## src/rtl/debounce_arbiter.sv

```systemverilog
// rtl/debounce_arbiter.sv - shared-timer debouncer for several push buttons with round-robin grant
//
// Purpose: debounces NUM_BTNS noisy buttons using one shared DEBOUNCE_CYCLES timer.
//          Each synchronized input that disagrees with its debounced level requests
//          the timer; the granted button commits only after staying stable for the
//          full count.
// Ports:
//   clk           system clock
//   reset         asynchronous active-high reset
//   noisy         raw button levels, asynchronous to clk
//   debounced     filtered button levels
//   press_pulse   one-cycle strobe when debounced[i] rises
//   release_pulse one-cycle strobe when debounced[i] falls
//   busy          high while the shared timer is granted
//   grant_id      index of the granted button, 0 when idle
// Build option: DEBOUNCE_ARB_FIXED_PRIO_EN selects lowest-index-first arbitration
//               instead of round-robin.
module debounce_arbiter #(
    parameter int NUM_BTNS        = 4,
    parameter int DEBOUNCE_CYCLES = 500000,
    parameter int CNT_W           = 19
) (
    input  logic                clk,
    input  logic                reset,
    input  logic [NUM_BTNS-1:0] noisy,
    output logic [NUM_BTNS-1:0] debounced,
    output logic [NUM_BTNS-1:0] press_pulse,
    output logic [NUM_BTNS-1:0] release_pulse,
    output logic                busy,
    output logic [2:0]          grant_id
);

    typedef enum logic [1:0] {IDLE, COUNT, COMMIT} state_t;

    localparam logic [CNT_W-1:0] LAST_CNT = CNT_W'(DEBOUNCE_CYCLES - 1);
    localparam logic [2:0]       LAST_BTN = 3'(NUM_BTNS - 1);

    // The timer must hold DEBOUNCE_CYCLES-1 without wrapping.
    if ((64'd1 << CNT_W) <= 64'(DEBOUNCE_CYCLES)) begin : g_bad_cnt_w
        $error("debounce_arbiter: CNT_W too small for DEBOUNCE_CYCLES");
    end

    state_t              state, state_n;
    logic [NUM_BTNS-1:0] sync1, sync2, req;
    logic [CNT_W-1:0]    timer, timer_n;
    logic [NUM_BTNS-1:0] debounced_n, press_n, release_n;
    logic                busy_n;
    logic [2:0]          grant_n;
    logic                req_g;
    logic [2:0]          pick;
    logic                pick_vld;
    logic [2:0]          next_ptr;
`ifndef DEBOUNCE_ARB_FIXED_PRIO_EN
    logic [2:0]          rr_ptr, rr_ptr_n;
`endif

    // Two-flop synchronizer on every button.
    always_ff @(posedge clk or posedge reset) begin
        if (reset) begin
            sync1 <= '0;
            sync2 <= '0;
        end else begin
            sync1 <= noisy;
            sync2 <= sync1;
        end
    end

    assign req = sync2 ^ debounced;

    // Request of the currently granted button; looped to keep index widths exact.
    always_comb begin
        req_g = 1'b0;
        for (int i = 0; i < NUM_BTNS; i++) begin
            if (grant_id == 3'(i)) req_g = req[i];
        end
    end

    // Pointer just past the granted button, wrapping at NUM_BTNS.
    assign next_ptr = (grant_id == LAST_BTN) ? 3'd0 : grant_id + 3'd1;

`ifdef DEBOUNCE_ARB_FIXED_PRIO_EN
    // Lowest-index requester wins: scan downward so the last hit is the lowest.
    always_comb begin
        pick     = 3'd0;
        pick_vld = 1'b0;
        for (int i = NUM_BTNS - 1; i >= 0; i--) begin
            if (req[i]) begin
                pick     = 3'(i);
                pick_vld = 1'b1;
            end
        end
    end
`else
    // First requester at or after rr_ptr, wrapping modulo NUM_BTNS.
    always_comb begin
        int idx;
        pick     = 3'd0;
        pick_vld = 1'b0;
        idx      = 0;
        for (int i = 0; i < NUM_BTNS; i++) begin
            idx = int'(rr_ptr) + i;
            if (idx >= NUM_BTNS) idx = idx - NUM_BTNS;
            for (int j = 0; j < NUM_BTNS; j++) begin
                if (!pick_vld && (j == idx) && req[j]) begin
                    pick     = 3'(j);
                    pick_vld = 1'b1;
                end
            end
        end
    end
`endif

    always_comb begin
        state_n     = state;
        timer_n     = timer;
        debounced_n = debounced;
        press_n     = '0;
        release_n   = '0;
        busy_n      = busy;
        grant_n     = grant_id;
`ifndef DEBOUNCE_ARB_FIXED_PRIO_EN
        rr_ptr_n    = rr_ptr;
`endif
        case (state)
            IDLE: begin
                if (pick_vld) begin
                    timer_n = '0;
                    busy_n  = 1'b1;
                    grant_n = pick;
                    state_n = COUNT;
                end
            end
            COUNT: begin
                // A bounce back to the committed level beats expiry.
                if (!req_g) begin
                    state_n = IDLE;
                    busy_n  = 1'b0;
                    grant_n = 3'd0;
`ifndef DEBOUNCE_ARB_FIXED_PRIO_EN
                    rr_ptr_n = next_ptr;
`endif
                end else if (timer == LAST_CNT) begin
                    state_n = COMMIT;
                end else begin
                    timer_n = timer + 1'b1;
                end
            end
            COMMIT: begin
                for (int i = 0; i < NUM_BTNS; i++) begin
                    if (grant_id == 3'(i)) begin
                        debounced_n[i] = ~debounced[i];
                        press_n[i]     = ~debounced[i];
                        release_n[i]   = debounced[i];
                    end
                end
                busy_n  = 1'b0;
                grant_n = 3'd0;
                state_n = IDLE;
`ifndef DEBOUNCE_ARB_FIXED_PRIO_EN
                rr_ptr_n = next_ptr;
`endif
            end
            default: begin
                state_n = IDLE;
                busy_n  = 1'b0;
                grant_n = 3'd0;
            end
        endcase
    end

    always_ff @(posedge clk or posedge reset) begin
        if (reset) begin
            state         <= IDLE;
            timer         <= '0;
            debounced     <= '0;
            press_pulse   <= '0;
            release_pulse <= '0;
            busy          <= 1'b0;
            grant_id      <= 3'd0;
`ifndef DEBOUNCE_ARB_FIXED_PRIO_EN
            rr_ptr        <= 3'd0;
`endif
        end else begin
            state         <= state_n;
            timer         <= timer_n;
            debounced     <= debounced_n;
            press_pulse   <= press_n;
            release_pulse <= release_n;
            busy          <= busy_n;
            grant_id      <= grant_n;
`ifndef DEBOUNCE_ARB_FIXED_PRIO_EN
            rr_ptr        <= rr_ptr_n;
`endif
        end
    end

endmodule

```

## config.mk

```make
export PLATFORM = sky130hd
export DESIGN_NAME = debounce_arbiter
export DESIGN_NICKNAME = d
export VERILOG_FILES = /design/src/rtl/debounce_arbiter.sv
export SDC_FILE = /design/constraint.sdc
export NUM_CORES = 1
export LEC_CHECK = 0
export BUFFER_PORTS_ARGS = -buffer_cell sky130_fd_sc_hd__buf_2
export CAP_MARGIN = 30
export CORE_MARGIN = 4
export CORE_UTILIZATION = 55
export CTS_CLUSTER_DIAMETER = 200
export DETAILED_ROUTE_END_ITERATION = 10
export GPL_ROUTABILITY_DRIVEN = 0
export PLACE_DENSITY = 0.75
export SLEW_MARGIN = 20
export SYNTH_ARGS = -nofsm -noshare
export SYNTH_HDL_FRONTEND = slang
export SYNTH_SLANG_ARGS = --single-unit
export TNS_END_PERCENT = 100
```

## constraint.sdc

```tcl
create_clock -name clk -period 2.9 [get_ports clk]
set_input_delay 0.29 -clock clk [delete_from_list [all_inputs] [get_ports clk]]
set_output_delay 0.29 -clock clk [all_outputs]
set_load 0.005 [all_outputs]
```

==> results of run 1 <==
state kept, by name, summed over array words and instances, names as in the netlist:
name / count
debounced: 4
rr_ptr: 2
timer: 19
press_pulse: 4
grant_id: 2
busy: 1
state: 2
release_pulse: 4
sync2: 4
sync1: 4
power groups by stage:
stage	combinational (uW)	clock, uW	sequential, uW
after floorplan	408	0	765
after global placement	496	0	772
after detailed placement	508	0	777
after CTS	509	397	764
after global routing	566	423	776
final	514	388	766
routing by layer:
layer  GRT usage (%)  vias to the layer above  part of all wire, %
met3            4.57                        5                  5.2
met4            5.85                        0                 0.74
li1                -                      826                    -
met1            26.1                      830                   50
met5               0                        -                    0
met2            26.6                       46                   44
cell type report:
class	instances	share of cell area, %
Clock inverter	2	0.548
Multi-Input combinational cell	155	41.7
Inverter	5	0.747
Sequential cell	46	45.8
Clock buffer	6	2.89
Timing Repair Buffer	24	5.78
Tap cell	50	2.49
final timing paths:
kind                             startpoint        end  slack [ns]  cells past startpoint
worst max-delay path            grant_id[0]   timer[3]        0.60                      6
worst min-delay path               noisy[1]   sync1[1]        0.09                      1
worst max register to register  grant_id[0]   timer[3]        0.60                      6
worst min register to register     sync1[0]   sync2[0]        0.35                      0
max in group asynchronous             reset   timer[6]        1.95                      4
min in group asynchronous             reset  timer[13]        0.47                      3
Yosys cell counts, types with 2 or more instances:
| cell type | instances | area share (%) |
|---|---|---|
| a21o_1 | 2 | 0.66 |
| and3_1 | 8 | 2.2 |
| xnor2_1 | 8 | 3.1 |
| dfrtp_1 | 46 | 51 |
| nor2_1 | 10 | 1.7 |
| inv_1 | 5 | 0.83 |
| mux2_2 | 3 | 1.5 |
| nand2b_1 | 6 | 1.7 |
| nor4_1 | 2 | 0.55 |
| buf_2 | 4 | 0.88 |
| a31oi_1 | 4 | 1.1 |
| nor3_1 | 5 | 1.1 |
| or3_1 | 2 | 0.55 |
| nand4_1 | 3 | 0.83 |
| a21oi_1 | 8 | 1.8 |
| o31ai_1 | 9 | 3.0 |
| ha_1 | 5 | 2.8 |
| o21ai_0 | 4 | 0.88 |
| xor2_1 | 2 | 0.77 |
| nand2_1 | 26 | 4.3 |
| clkbuf_1 | 2 | 0.33 |
| or3b_2 | 2 | 0.77 |
| and4_1 | 4 | 1.5 |
| mux2i_1 | 9 | 4.0 |
| nand3_1 | 4 | 0.88 |
| or4_1 | 8 | 2.6 |
timing repair:
item / 4_1_cts / 5_1_grt
endpoints found under the hold margin: 0 / 12
setup buffers: 0 / 0
resized for setup: 0 / 0
hold buffers: 0 / 1
kinds of logic (layout without fill, tap and decap cells):
logic type / after synthesis / in the layout
AO/OA/AOI/OAI: 35 / 35
buffers and inverters: 14 / 37
adder cells (fa/ha/maj): 5 / 5
flip-flops: 46 / 46
other: 1 / 1
AND/OR/NAND/NOR: 92 / 92
XOR/XNOR: 10 / 10
multiplexers: 12 / 12
per-stage QoR:
stage	setup WS (ns)	total power (uW)
final	0.599	1670
after global routing	0.423	1770
after CTS	0.588	1670
after detailed placement	0.646	1280
after global placement	0.717	1270
after floorplan	0.810	1170
cell usage in the layout, fill, tap and decap left out, types with 3 or more instances in the layout:
master	netlist	final
nand4_1	3	3
nor2_1	10	10
and4_1	4	4
ha_1	5	5
nand2b_1	6	6
and3_1	8	8
a21oi_1	8	8
nand2_1	26	26
clkbuf_8	0	5
mux2_2	3	3
o21ai_0	4	4
buf_2	4	20
mux2i_1	9	9
nand3_1	4	4
o31ai_1	9	9
a31oi_1	4	4
inv_1	5	4
xnor2_1	8	8
nor3_1	5	5
or4_1	8	8
dfrtp_1	46	46
==> out/metrics.csv, run 1 <==
metric;value;unit
status;completed;
Ports;22;
row cnt;23;
area occupied by multi-input gates;0.00105;mm^2
Crit Path Max Fanout;6;
Clock Latency Late Sink;0.30;ns
Gate power share;30.8;%
largest stage delay on the critical path;0.59;ns
layout cell share with drive strength beyond 1;16.4;%
Critical Path Start Type;flop;
Reg power frac;45.9;%
TritonRoute pass-1 iters;4;
Mapped Avg Cell Area;10.5;um^2
leakage;0.00117;uW
WL final;4.46;mm
Die Y;72.2;um
maximum clock rate;435;MHz
switching share of power;36.2;%
H-tree levels;2;
Starting DRT DRC Count;153;
clk_skew;0.0117;ns
CTS root buf;clkbuf_8;
storage element area;0.00115;mm^2
DIE AREA;0.00521;mm^2
Port Buffer Count;20;
vias;1707;
Mapped Cells;215;
Worst VDD drop;0.375;mV
min-delay worst type;input pin to flop;
Core ar.;0.00400;mm^2
P&R area growth vs syn;10.8;%
die width;72.2;um
cell area after layout;0.00251;mm^2
cell class contributing the biggest share of worst-path delay;compound AO/OA/AOI/OAI gates;
Max clock buf depth;2;
Internal;1060;uW
Power per Cell Area;664;mW/mm^2
Syn Std Cell Area;0.00227;mm^2
sum of buffers and inverters on the critical path;1;
fin crit share;79.4;%
Routed wire per std cell;15.5;um
CP required;3.10;ns
Post-synth EDFFs;0;
Detail Placement HPWL;3.06;mm
Post-Synthesis Net Count;226;
pin count of the biggest net entering global routing;47;
CTS tree;built;
Placed Cells incl. Taps;278;
Starting Density;56.7;%
CP Cell Sequence;inv_1, ha_1, or3b_1, a311oi_1, nand2_1, o31ai_1;
Core Util, Final;62.8;%
Worst Tran Pin Value;0.637;ns
adder-cell share of the synthesized area;2.76;%
Ys Warns;0;
main combinational cell family by area after synthesis;simple AND/OR/NAND/NOR gates;
Synth Register Bits;46;
mux share of post-synthesis cell area;5.46;%
first-pass GRT wire length;7.38;mm
RSZ-0062 raised after global routing;no;
total track usage;18.0;%
crit end category;flop;
final net count;248;
Worst Setup Path Type;flop to flop;
Sum Neg Setup Slack;0;ns
Hold Slack;0.0930;ns
Synth Area in Compound Gates;10.4;%
CTS sink count;46;
ys flop type;dfrtp_1;
ys async rst share;100;%
post-route ant nets;0;
vias in the first global route;1542;
CTS clk-pin slew, worst paths;0.08;ns
Max-cap violations;0;
Critical Path AT;2.50;ns
clock share of power;23.3;%
Net Switching;604;uW
Netlist cell types;50;
diode count;0;
vias per cell;5.93;
Post-Layout Cell Count;288;
Post-Place Cell Area;0.00239;mm^2
Setup-failing EPs final;0;
Slew Limit Fails;0;
initial antenna violation count;0;
TritonCTS Buffers;5;
Critical-path top delay cell;a311oi_1;
Final Hold Viols;0;
GR Overflow Total;0;
post-synthesis xor/xnor area fraction;3.86;%
DRC;0;
Final min period;2.30;ns
Slew HR;57.2;%
post-synthesis sequential area ratio;50.8;%
simple-gate area share of the yosys netlist;23.6;%
Fill cells;335;
Note: power is estimated with default switching activity, not from simulation.
==> run 2: changes to the inputs <==
--- a/config.mk
+++ b/config.mk
@@ -5,14 +5,15 @@
 export SDC_FILE = /design/constraint.sdc
 export NUM_CORES = 1
 export LEC_CHECK = 0
+export ABC_AREA = 1
 export BUFFER_PORTS_ARGS = -buffer_cell sky130_fd_sc_hd__buf_2
 export CAP_MARGIN = 30
 export CORE_MARGIN = 4
-export CORE_UTILIZATION = 55
+export CORE_UTILIZATION = 54
 export CTS_CLUSTER_DIAMETER = 200
 export DETAILED_ROUTE_END_ITERATION = 10
 export GPL_ROUTABILITY_DRIVEN = 0
-export PLACE_DENSITY = 0.75
+export PLACE_DENSITY = 0.76
 export SLEW_MARGIN = 20
 export SYNTH_ARGS = -nofsm -noshare
 export SYNTH_HDL_FRONTEND = slang
==> constraint.sdc (replaced) <==
create_clock -name clk -period 2 [get_ports clk]
set_input_delay 0.2 -clock clk [delete_from_list [all_inputs] [get_ports clk]]
set_output_delay 0.2 -clock clk [all_outputs]
set_load 0.005 [all_outputs]
==> run 2 against run 1 <==
  * The run now ends with setup timing left
  * Count of clock-buffer cells in the layout shrank 1
  * Clock power is 58% higher
  * Hold slack improved by 0.19 ns
  * Global-route usage increased by 2.9 points
  * Wire length grew 28%
  * Sequential share of layout area is 10 points lower
  * Critical path type unchanged
  * Critical endpoint is now timer[7]
  * Largest cell class is now multi-input combinational cells
  * Highest routed layer unchanged
==> out/metrics.csv, run 2 <==
metric;value;unit;change
status;finished with violations;;
failing checks;setup timing;;
FF-to-FF End;timer[7];;
TritonRoute pass-1 iters;4;;unchanged
Crit Path Max Fanout;8;;+2
WL met1;2.72;mm;+23%
min-delay worst type;input pin to asynchronous set/reset pin;;
P&R area growth vs syn;22.1;%;
flop2flop setup slack;-0.11;ns;-0.71 ns
DRC;0;;unchanged
post-synthesis sequential area ratio;43.4;%;-7.4 points
WL final;5.72;mm;+28%
H-tree levels;2;;unchanged
top post-synthesis cells by area;dfrtp_1, nand2_1, nor2_1;;
Synth top area share;43.4;%;-7.4 points
Starting Density;55.8;%;-0.86 points
Ys Warns;0;;unchanged
mux share of post-synthesis cell area;0;%;-5.5 points
Max clock buf depth;2;;unchanged
Clock Latency Late Sink;0.31;ns;about the same
crit end category;flop;;
Tot Pwr;3740;uW;+120%
Gate power share;51.9;%;+21 points
commonest cells after routing, fill and taps aside;nand2_1, nor2_1, dfrtp_1;;
R2R Path Start;debounced[3];;
simple-gate area share of the yosys netlist;37.0;%;+13 points
Routed wire per std cell;12.2;um;-21%
Setup-failing EPs final;24;;+24
total track usage;20.9;%;+2.9 points
Detail Placement HPWL;3.95;mm;+29%
Worst Setup Path Type;flop to flop;;
Critical Path AT;2.32;ns;-0.18 ns
routed wl met3;275;um;+18%
CTS sink count;46;;unchanged
first-pass GRT wire length;10.3;mm;+40%
Most flops, register;timer;;
Max-cap violations;0;;unchanged
Net Switching;1700;uW;+180%
vias per cell;5.07;;-14%
CTS clk-pin slew, worst paths;0.09;ns;about the same
max reg flops;19;;unchanged
Synth Area in Compound Gates;2.40;%;-8.0 points
Starting DRT DRC Count;139;;-9.2%
Synth Register Bits;46;;unchanged
clk_skew;0.00609;ns;-0.00562 ns
vias in the first global route;2356;;+53%
fin crit share;105;%;+26 points
DIE AREA;0.00610;mm^2;+17%
clock share of power;16.4;%;-6.9 points
row cnt;25;;+8.7%
TritonCTS Buffers;5;;unchanged
most frequent cells after synthesis;nand2_1, nor2_1, dfrtp_1;;
R2R cell count;12;;+6
Critical Path Start Type;flop;;
Post-Place Cell Area;0.00292;mm^2;+22%
switching share of power;45.6;%;+9.4 points
ys flop type;dfrtp_1;;
CTS tree;built;;
Yosys top cell by area;dfrtp_1;;
post-route ant nets;0;;unchanged
Die Y;78.1;um;+8.2%
cell area after layout;0.00324;mm^2;+29%
Core ar.;0.00475;mm^2;+19%
Netlist cell types;34;;-32%
main combinational cell family by area after synthesis;simple AND/OR/NAND/NOR gates;;
maximum clock rate;474;MHz;+9.1%
Final min period;2.11;ns;-0.192 ns
Post-synth EDFFs;0;;unchanged
initial antenna violation count;0;;unchanged
most frequent cell after synthesis;nand2_1;;
Mapped Avg Cell Area;7.54;um^2;-29%
top layer reached by signal wires;met4;;
Internal;2030;uW;+91%
setup ws final;-0.109;ns;-0.708 ns
most common cell after layout, fill and taps aside;nand2_1;;
Final Hold Viols;0;;unchanged
Power per Cell Area;1150;mW/mm^2;+74%
Fill cells;383;;+14%
metal2 WL;2.65;mm;+34%
CTS root buf;clkbuf_8;;
pin count of the biggest net entering global routing;46;;-2.1%
layout cell share with drive strength beyond 1;20.9;%;+4.5 points
leakage;0.00160;uW;+37%
Ports;22;;unchanged
Syn Std Cell Area;0.00265;mm^2;+17%
Post-Synthesis Net Count;363;;+61%
CP required;2.21;ns;-0.89 ns
Worst VDD drop;0.747;mV;+99%
Setup crit start;debounced[3];;
Mapped Cells;352;;+64%
Port Buffer Count;20;;unchanged
Slew Limit Fails;0;;unchanged
Reg power frac;31.7;%;-14 points
adder-cell share of the synthesized area;2.36;%;-0.40 points
ys async rst share;100;%;unchanged
diode count;0;;unchanged
post-synthesis xor/xnor area fraction;5.94;%;+2.1 points
Hold Slack;0.278;ns;+0.186 ns
final net count;412;;+66%
RSZ-0062 raised after global routing;yes;;
vias;2377;;+39%
GR Overflow Total;0;;unchanged
die width;78.1;um;+8.2%
## run 2: layout make-up
cell class              count  area [um^2]  area share, %
clock inverters             3         26.3          0.811
clock buffers               5         68.8           2.12
repair buffers             50          379           11.7
flip-flops and latches     46         1150           35.5
multi-input cells         254         1370           42.2
well taps                  67         83.8           2.59
inverters                  44          165           5.10
## run 2: metrics by stage
stage	std cells	util, %	setup TNS [ns]	setup WS [ns]
after floorplan	352	-	0	0.0715
after global placement	450	61.5	0	0.0140
after detailed placement	450	61.5	-0.888	-0.0655
after CTS	467	65.3	-0.984	-0.0642
after global routing	469	68.2	-6.08	-0.284
final	469	68.2	-2.15	-0.109
## run 2: worst max path at each step
stage / end / slack [ns]
final: timer[7] / -0.11
after global routing: timer[1] / -0.28
after CTS: timer[7] / -0.06
after detailed placement: timer[15] / -0.07
after global placement: timer[15] / 0.01
after floorplan: timer[9] / 0.07
## run 2: logic make-up (layout without fill, tap and decap cells)
family,Yosys count,count (layout)
flip-flops,46,46
AND/OR/NAND/NOR,219,219
adder cells (fa/ha/maj),5,5
AO/OA/AOI/OAI,11,11
other,1,1
buffers and inverters,52,102
XOR/XNOR,18,18
## run 2: per-layer routing
metal,vias up,track usage [%]
li1,1201,-
met1,1123,27.9
met2,47,34.5
met3,6,3.90
met4,0,6.82
met5,-,0
## run 2: power by group through the flow
stage | clock, uW | combinational (uW) | sequential (uW)
floorplan | 0 | 1270 | 1200
global route | 669 | 2180 | 1210
finish | 613 | 1940 | 1180
global placement | 0 | 1660 | 1190
detailed placement | 0 | 1700 | 1200
CTS | 626 | 1760 | 1180
## run 2: worst max-delay path, cell delays in order (launching register included)
cell     delay, ns
dfrtp_1       0.41
or2_4         0.25
nand2_4       0.09
nor2_4        0.04
nor3_4        0.18
nand4_1       0.11
nor2_2        0.13
nand4_2       0.12
nor2_4        0.14
nand4_4       0.19
buf_6         0.21
nand3_1       0.07
nand2_1       0.06
## run 2: what timing repair did
item | in CTS | in global routing
setup endpoints to repair | 22 | 24
hold buffers | 5 | 0
cloned | 0 | 1
gates resized for setup | 3 | 22
endpoints found under the hold margin | 50 | 0
buffers inserted | 4 | 1
pin swaps | 1 | 8
==> run 3: changes to the inputs <==
--- a/config.mk
+++ b/config.mk
@@ -8,6 +8,7 @@
 export ABC_AREA = 1
 export BUFFER_PORTS_ARGS = -buffer_cell sky130_fd_sc_hd__buf_2
 export CAP_MARGIN = 30
+export CORE_ASPECT_RATIO = 0.9
 export CORE_MARGIN = 4
 export CORE_UTILIZATION = 54
 export CTS_CLUSTER_DIAMETER = 200
==> run 3 against run 2 <==
  * The flow still finishes with violations (setup timing)
  * Flip-flop and latch count is the same
  * Register-to-register slack lost 0.03 ns
  * Global-route usage grew 1.4 points
  * Maximum frequency is 1.4% lower
  * Final cell count decreased by 0.64%
  * Critical endpoint is now timer[2]
==> out/metrics.csv, run 3 (synthesis gave the netlist of run 2 again) <==
metric;value;unit;change
status;finished with violations;;
failing checks;setup timing;;
DRC;0;;unchanged
first-pass GRT wire length;10.3;mm;about the same
Post-Layout Cell Count;466;;-0.64%
Final min period;2.14;ns;+0.0290 ns
sum of buffers and inverters on the critical path;1;;unchanged
switching share of power;46.1;%;+0.48 points
clk_skew;0.0110;ns;+0.00487 ns
Sum Neg Setup Slack;-2.53;ns;-0.388 ns
Worst Tran Pin Value;0.568;ns;
min-delay worst type;input pin to asynchronous set/reset pin;;
maximum clock rate;468;MHz;-1.4%
Max-cap violations;0;;unchanged
Starting DRT DRC Count;141;;+1.4%
Core ar.;0.00460;mm^2;-3.2%
WL final;6.25;mm;+9.2%
Power per Cell Area;1210;mW/mm^2;+5.2%
Routed wire per std cell;13.4;um;+9.9%
largest stage delay on the critical path;0.43;ns;+0.02 ns
most frequent CP cell;nand2_1;;
leakage;0.00159;uW;-0.18%
Max clock buf depth;2;;unchanged
P&R area growth vs syn;25.1;%;
Slew Limit Fails;0;;unchanged
CTS tree;built;;
Die Y;74.5;um;-4.6%
TritonRoute pass-1 iters;4;;unchanged
Placed Cells incl. Taps;446;;-0.89%
Clock Latency Late Sink;0.31;ns;about the same
commonest cells after routing, fill and taps aside;nand2_1, nor2_1, dfrtp_1;;
total track usage;22.3;%;+1.4 points
Critical-path top delay cell;dfrtp_1;;
layout cell share with drive strength beyond 1;26.2;%;+5.3 points
row cnt;23;;-8.0%
Crit Path Max Fanout;20;;+12
Ports;22;;unchanged
Final Hold Viols;0;;unchanged
Worst Setup Path Type;flop to flop;;
GR Overflow Total;0;;unchanged
cell class contributing the biggest share of worst-path delay;simple AND/OR/NAND/NOR gates;;
initial antenna violation count;0;;unchanged
CP required;2.25;ns;+0.04 ns
Worst VDD drop;0.687;mV;-8.0%
TritonCTS Buffers;5;;unchanged
RSZ-0062 raised after global routing;yes;;
Starting Density;57.6;%;+1.8 points
Port Buffer Count;20;;unchanged
Fill cells;373;;-2.6%
clock share of power;15.5;%;-0.9 points
DIE AREA;0.00610;mm^2;about the same
Detail Placement HPWL;4.00;mm;+1.3%
Reg power frac;29.7;%;-2.0 points
CTS root buf;clkbuf_8;;
vias;2382;;+0.21%
CP Cell Sequence;inv_2, nand2_1, nand3_2, nand3_4, nor3_2, nand4_1, nor2_2, nand4_2, nor2_4, nand4_4, nand2_8, nand2_1, nand2_2;;
Setup-failing EPs final;23;;-4.2%
post-route ant nets;0;;unchanged
setup ws final;-0.138;ns;-0.0290 ns
Post-Place Cell Area;0.00291;mm^2;-0.39%
cell area after layout;0.00332;mm^2;+2.4%
CTS clk-pin slew, worst paths;0.10;ns;about the same
crit end category;flop;;
Slew HR;62.1;%;
fin crit share;107;%;+1.4 points
Core Util, Final;72.1;%;+3.9 points
die width;81.9;um;+4.9%
Most flops, register;timer;;
most common cell after layout, fill and taps aside;nand2_1;;
vias per cell;5.11;;+0.86%
Critical Path AT;2.38;ns;+0.06 ns
Gate power share;54.8;%;+2.9 points
Critical Path Start Type;flop;;
final net count;414;;+0.49%
max reg flops;19;;unchanged
diode count;0;;unchanged
Internal;2170;uW;+6.8%
vias in the first global route;2210;;-6.2%
CTS sink count;46;;unchanged
H-tree levels;2;;unchanged
pin count of the biggest net entering global routing;47;;+2.2%
Net Switching;1850;uW;+8.8%
-- run 3: cell types whose count changed in the layout (fill, tap and decap cells not counted), sizes merged --
| cell | delta |
|---|---|
| inv | -1 |
| nand4 | +1 |
| clkbuf | -1 |
| clkinv | +1 |
| dlygate4sd3 | -1 |
| buf | +3 |
-- run 3: cell type report --
class	count	area (um^2)	share of cell area, %
clock buffer	5	68.8	2.07
tap	62	77.6	2.34
multi-input combinational	255	1460	44.0
inverter	44	165	4.98
sequential	46	1150	34.8
clock inverter	3	28.8	0.867
timing repair buffer	51	365	11.0
-- run 3: final timing paths --
path	from	end	slack, ns	cells after the start
setup / recovery	debounced[0]	timer[2]	-0.14	13
hold / removal	reset	timer[0]	0.02	3
setup reg to reg	debounced[0]	timer[2]	-0.14	13
hold reg to reg	sync1[0]	sync2[0]	0.35	0
max in group asynchronous	reset	timer[2]	1.57	3
min in group clk	sync1[0]	sync2[0]	0.35	0
-- run 3: worst reg2reg max path, cell delays in order, from the launching register on --
cell	delay [ns]
dfrtp_1	0.43
inv_2	0.07
nand2_1	0.07
nand3_2	0.10
nand3_4	0.09
nor3_2	0.22
nand4_1	0.14
nor2_2	0.14
nand4_2	0.11
nor2_4	0.15
nand4_4	0.20
nand2_8	0.21
nand2_1	0.09
nand2_2	0.07
-- run 3: power groups by stage --
stage	sequential, uW	combinational, uW	clock (uW)
4_1_cts	1180	1900	641
3_5_place_dp	1190	1740	0
5_1_grt	1220	2420	677
6_report	1200	2200	622
3_3_place_gp	1190	1710	0
2_1_floorplan	1200	1270	0
-- run 3: routing by layer --
metal	track usage [%]	routed length, um
met3	5.33	321
met4	6.83	70
met5	0	0
met2	33.7	2890
met1	31.9	2970
-- run 3: per-stage QoR --
step                      hold WS [ns]  total power (uW)  setup WS [ns]
after floorplan                  0.231              2460         0.0715
after global placement           0.309              2900         0.0152
after detailed placement         0.309              2930        -0.0928
after CTS                       0.0365              3720        -0.0590
after global routing            0.0788              4320         -0.259
final                           0.0210              4020         -0.138
-- run 3: what timing repair did --
item | in CTS | in global routing
endpoints found under the setup margin | 23 | 24
buffers inserted | 3 | 2
hold buffers | 4 | 0
gates cloned | 2 | 1
pin swaps | 0 | 15
gates resized for setup | 12 | 41
hold endpoints to repair | 4 | 0
